**src/rtl/piso_tx_ctrl_pkg.sv**
```systemverilog
// Shared state encoding and sizing helper for the PISO transmit sequencer.
package piso_tx_ctrl_pkg;

  localparam int unsigned ST_W = 3;

  typedef enum logic [ST_W-1:0] {
    StIdle   = 3'd0,
    StLoad   = 3'd1,
    StShift  = 3'd2,
    StParity = 3'd3,
    StGap    = 3'd4
  } state_e;

  // Counter width able to hold n-1, never narrower than one bit.
  function automatic int unsigned cnt_width(int unsigned n);
    return (n > 1) ? $clog2(n) : 1;
  endfunction

endpackage

```
**src/rtl/piso_tx_ctrl_cnt.sv**
```systemverilog
// Loadable down-counter with zero flag; decrement saturates at zero.
module piso_tx_ctrl_cnt #(
  parameter int unsigned W = 2
) (
  input  logic         clk,
  input  logic         rst_n,
  input  logic         load,
  input  logic [W-1:0] load_val,
  input  logic         dec,
  output logic [W-1:0] cnt,
  output logic         zero
);

  logic [W-1:0] cnt_q, cnt_d;

  always_comb begin
    cnt_d = cnt_q;
    if (load) begin
      cnt_d = load_val;
    end else if (dec && (cnt_q != '0)) begin
      cnt_d = cnt_q - 1'b1;
    end
  end

  always_ff @(posedge clk or negedge rst_n) begin
    if (!rst_n) begin
      cnt_q <= '0;
    end else begin
      cnt_q <= cnt_d;
    end
  end

  assign cnt  = cnt_q;
  assign zero = (cnt_q == '0);

endmodule

```
**src/rtl/piso_tx_ctrl.sv**
```systemverilog
// Valid/ready to PISO sequencer: load, shift WIDTH bits, optional parity cycle, idle gap.
// Optional feature: define PARITY_EN to add an even-parity cycle after the data bits.
module piso_tx_ctrl
  import piso_tx_ctrl_pkg::*;
#(
  parameter int unsigned WIDTH      = 4,
  parameter int unsigned GAP_CYCLES = 1
) (
  input  logic             clk,
  input  logic             rst_n,
  input  logic             in_valid,
  input  logic [WIDTH-1:0] in_data,
  output logic             in_ready,
  output logic             piso_ld,
  output logic [WIDTH-1:0] piso_in,
  output logic             frame,
  output logic             done,
  output logic             par_valid,
  output logic             par_bit
);

  localparam int unsigned CntW = cnt_width(WIDTH);
  localparam int unsigned GapW = cnt_width(GAP_CYCLES);
  localparam logic [CntW-1:0] BitLast = CntW'(WIDTH - 1);
  localparam logic [GapW-1:0] GapLast = GapW'((GAP_CYCLES > 0) ? GAP_CYCLES - 1 : 0);

  state_e            state_q, state_d;
  logic [WIDTH-1:0]  hold_q, hold_d;
  logic [GapW-1:0]   gap_q, gap_d;
  logic [CntW-1:0]   bit_cnt;
  logic              bit_zero;

  piso_tx_ctrl_cnt #(
    .W (CntW)
  ) u_bit_cnt (
    .clk      (clk),
    .rst_n    (rst_n),
    .load     (state_q == StLoad),
    .load_val (BitLast),
    .dec      (state_q == StShift),
    .cnt      (bit_cnt),
    .zero     (bit_zero)
  );

  always_comb begin
    state_d = state_q;
    hold_d  = hold_q;
    gap_d   = gap_q;
    unique case (state_q)
      StIdle: begin
        // in_ready is high throughout IDLE, so in_valid alone is the handshake.
        if (in_valid) begin
          hold_d  = in_data;
          state_d = StLoad;
        end
      end
      StLoad: state_d = StShift;
      StShift: begin
        if (bit_zero) begin
`ifdef PARITY_EN
          state_d = StParity;
`else
          state_d = (GAP_CYCLES > 0) ? StGap : StIdle;
`endif
        end
      end
      StParity: state_d = (GAP_CYCLES > 0) ? StGap : StIdle;
      StGap: begin
        if (gap_q == GapLast) begin
          gap_d   = '0;
          state_d = StIdle;
        end else begin
          gap_d = gap_q + 1'b1;
        end
      end
      default: state_d = StIdle;
    endcase
  end

  always_ff @(posedge clk or negedge rst_n) begin
    if (!rst_n) begin
      state_q <= StIdle;
      hold_q  <= '0;
      gap_q   <= '0;
    end else begin
      state_q <= state_d;
      hold_q  <= hold_d;
      gap_q   <= gap_d;
    end
  end

  // Outputs decode from registered state only; nothing combinational from in_valid.
  always_comb begin
    in_ready = (state_q == StIdle);
    piso_ld  = (state_q == StLoad);
    piso_in  = hold_q;
    frame    = (state_q == StShift);
`ifdef PARITY_EN
    done      = (state_q == StParity);
    par_valid = (state_q == StParity);
    par_bit   = (state_q == StParity) && (^hold_q);
`else
    done      = (state_q == StShift) && bit_zero;
    par_valid = 1'b0;
    par_bit   = 1'b0;
`endif
  end

endmodule
```
**config.mk**
```make
export PLATFORM = sky130hd
export DESIGN_NAME = piso_tx_ctrl
export DESIGN_NICKNAME = d
export VERILOG_FILES = /design/src/rtl/piso_tx_ctrl_pkg.sv /design/src/rtl/piso_tx_ctrl_cnt.sv /design/src/rtl/piso_tx_ctrl.sv
export SDC_FILE = /design/constraint.sdc
export NUM_CORES = 1
export LEC_CHECK = 0
export ABC_AREA = 1
export ABC_CLOCK_PERIOD_IN_PS = 1520
export BUFFER_PORTS_ARGS = -buffer_cell sky130_fd_sc_hd__clkbuf_2
export CAP_MARGIN = 20
export CORE_AREA = 4 4 41 43
export DETAILED_ROUTE_END_ITERATION = 7
export DIE_AREA = 0 0 45 47
export SYNTH_ARGS = -nofsm -noshare
export SYNTH_HDL_FRONTEND = slang
export SYNTH_SLANG_ARGS = --single-unit
```
**constraint.sdc**
```tcl
create_clock -name clk -period 1.52 [get_ports clk]
set_input_delay 0.076 -clock clk [delete_from_list [all_inputs] [get_ports clk]]
set_output_delay 0.076 -clock clk [all_outputs]
set_load 0.01 [all_outputs]
```
==> flow_metrics.env <==
export IMPL_synth_area_per_cell_um2=8.249
export IMPL_yosysWarnings=0
export IMPL_crit_fanout=4
export IMPL_ys_seq_area_frac=0.5056
export IMPL_final_common_cell="nand2_1"
export IMPL_critical_path_buf_inv_count=3
export IMPL_drc=0
export IMPL_dp_hpwl_um=635.5
export IMPL_worstPathArrival_ns=1.18
export IMPL_gr_total_overflow=0
export IMPL_place_area_um2=523.0
export IMPL_setup_viol=0
export IMPL_dp_cells=82
export IMPL_cts_buffers=3
export IMPL_synthCells=54
export IMPL_drt_iter0_markers=3
export IMPL_crit_path_max_incr_delay_ns=0.37
export IMPL_final_cell_mix="nand2_1 (17), clkbuf_2 (14), inv_1 (11), dfrtp_1 (9)"
export IMPL_drt_first_pass_iters=2
export IMPL_combPwrFrac=0.473
export IMPL_seqPwrFrac=0.369
export IMPL_syn_area_um2=445.4
export IMPL_yosys_register_bits=9
export IMPL_cp_required_ns=1.44
export IMPL_final_util=0.4298
export IMPL_finalCritPeriodShare=0.8241
export IMPL_setup_worst_path_start_class="register"
export IMPL_place_ws_ns=0.4444
export IMPL_design_die_area_um2=2115
export IMPL_end_kind="output pin"
export IMPL_hold_viol=0
export IMPL_yosys_area_top_type="dfrtp_1"
export IMPL_cts_tree="yes"
export IMPL_clock_latency_ns=0.26
export IMPL_dieWidth_um=45
export IMPL_pwr_share_clk=0.158
export IMPL_fin_hold_ws_ns=0.01867
export IMPL_cts_num_sinks=9
export IMPL_p_switching_mw=0.4771
export IMPL_leakagePower_nw=0.3442
export IMPL_crit_type="reg2out"
export IMPL_via_per_inst=4.149
export IMPL_max_cap_violations=0
export IMPL_clockBufferDepth=2
export IMPL_max_clock_freq_ghz=0.7984
export IMPL_stdcell_area_um2=559.3
export IMPL_drive_above_1_share=0.3194
export IMPL_nets=81
export IMPL_synth_area_leaders="dfrtp_1 (51%), nand2_1 (14%), inv_1 (9.3%), nor2_4 (5.1%), nand3_1 (3.4%)"
export IMPL_drv_slew=0
export IMPL_skew_ns=0.002031
export IMPL_status="completed"
export IMPL_ant_nets=0
export IMPL_hold_start="in_data[2]"
export IMPL_worst_r2r_cell_count=6
export IMPL_fin_crit_ns=1.253
export IMPL_p_per_area_nw_per_um2=2021
export IMPL_crit_reg2reg_capture="u_bit_cnt.cnt[0]"
export IMPL_fin_cells=87
export IMPL_grt_max_degree=10
export IMPL_antenna_cells=0
export IMPL_grt_util_all_layers=0.09018
export IMPL_routed_wl_um=756
export IMPL_crit_path_cell_trace="inv_1 > ha_1 > inv_1 > nor2_1 > clkbuf_2"
export IMPL_hold_depth=3
export IMPL_start_util=0.3423
export IMPL_synthDistinctLibCells=14
export IMPL_regToRegSetupSlack_ns=0.44
export IMPL_timing_critical_path_slowest_stage_cell="dfrtp_1"
export IMPL_grt_pass1_wl_um=1317
export IMPL_holdPathEnd="piso_in[2]"
export IMPL_dieHeight_um=47
export IMPL_fp_row_count=13
export IMPL_coreArea_um2=1301
export IMPL_grt_setup_unrepaired="false"
export IMPL_clock_root_buffer="clkbuf_4"
export IMPL_io_pins=17
export IMPL_portBuffers=14
export IMPL_cp_top_family="flip-flops"
export IMPL_yosysTopAreaCellShare=0.5056
export IMPL_design_power_total_mw=1.130
export IMPL_finalSetupTns_ns=0
export IMPL_intPower_mw=0.6533
export IMPL_swShare=0.4221
export IMPL_cts_htree_levels=1
export IMPL_ir_drop_uv=886.9
export IMPL_reg2reg_from="u_bit_cnt.cnt[0]"
export IMPL_first_global_vias=348
export IMPL_areaGrowthSynthToFinish_pct=25.56
export IMPL_cts_resized=0
export IMPL_hold_path_class="in2reg"
export IMPL_layout_setup_ws_ns=0.2674
export IMPL_routabilityCongestion=0.7788
export IMPL_antenna_found_initial=0
export IMPL_vias=361
export IMPL_cts_reportedPaths_clkPinSlew_ns=0.06
export IMPL_crit_path_frequent_cell="inv_1"
export IMPL_wl_per_cell_um=8.690
-- state kept, by name, indices dropped and copies added, names as in the netlist --
register / count
piso_in: 4
state_q: 3
u_bit_cnt.cnt: 2
-- layout make-up --
class                           instances  area [um^2]
Tap cell                               15        18.77
Inverter                               12        45.04
Fill cell                             148        742.0
Clock buffer                            4        26.28
Multi-Input combinational cell         32        163.9
Timing Repair Buffer                   15        80.08
Sequential cell                         9        225.2
-- power by group through the flow --
stage | Combinational (mW) | Sequential [mW] | Clock [mW]
5_1_grt | 0.620 | 0.434 | 0.195
2_1_floorplan | 0.352 | 0.440 | 0
6_report | 0.535 | 0.417 | 0.178
3_5_place_dp | 0.542 | 0.421 | 0
3_3_place_gp | 0.535 | 0.423 | 0
4_1_cts | 0.548 | 0.418 | 0.184
-- kinds of logic after synthesis --
| family | count (synthesis) | share of synthesized area |
|---|---|---|
| buf+inv | 14 | 0.1348 |
| compound gates | 1 | 0.01686 |
| fa+ha+maj | 1 | 0.02809 |
| other cells | 1 | 0.008419 |
| flops | 9 | 0.5056 |
| simple gates | 28 | 0.3062 |
-- worst max path at each step --
| stage | from | end | cells after the start |
|---|---|---|---|
| floorplan | u_bit_cnt.cnt[0] | u_bit_cnt.cnt[0] | 6 |
| global placement | u_bit_cnt.cnt[0] | u_bit_cnt.cnt[1] | 6 |
| detailed placement | u_bit_cnt.cnt[0] | u_bit_cnt.cnt[1] | 6 |
| CTS | u_bit_cnt.cnt[0] | done | 5 |
| global route | u_bit_cnt.cnt[0] | done | 5 |
| finish | u_bit_cnt.cnt[0] | done | 5 |
-- per-layer routing --
metal	GRT usage	vias up	wire, um
met4	0.09942	0	25
met2	0.1356	18	289
met3	0.01916	4	72
met1	0.1007	149	369
li1	-	190	-
met5	0	-	0
-- worst reg2reg max path: cells and delay by family, from the launching register on --
kind	cells	cell delay (ns)
and+or+nand+nor	3	0.26
buffers and inverters	2	0.17
adders and majority gates	1	0.20
DFF	1	0.34
-- synth_stat cells --
cell and number:
dfrtp_1 9, ha_1 1, nor2_1 1, nand2_1 17, conb_1 1, inv_1 11
nand4_1 2, nand2_2 2, nor2_2 1, nor2_4 2, o211ai_1 1, nand3_1 3
inv_2 1, buf_4 2
-- timing repair --
| item | CTS | global route |
|---|---|---|
| setup buffers | 0 | 0 |
| hold endpoints to repair | 9 | 0 |
| hold buffers | 1 | 0 |
Power figures use the tool's default switching activity.
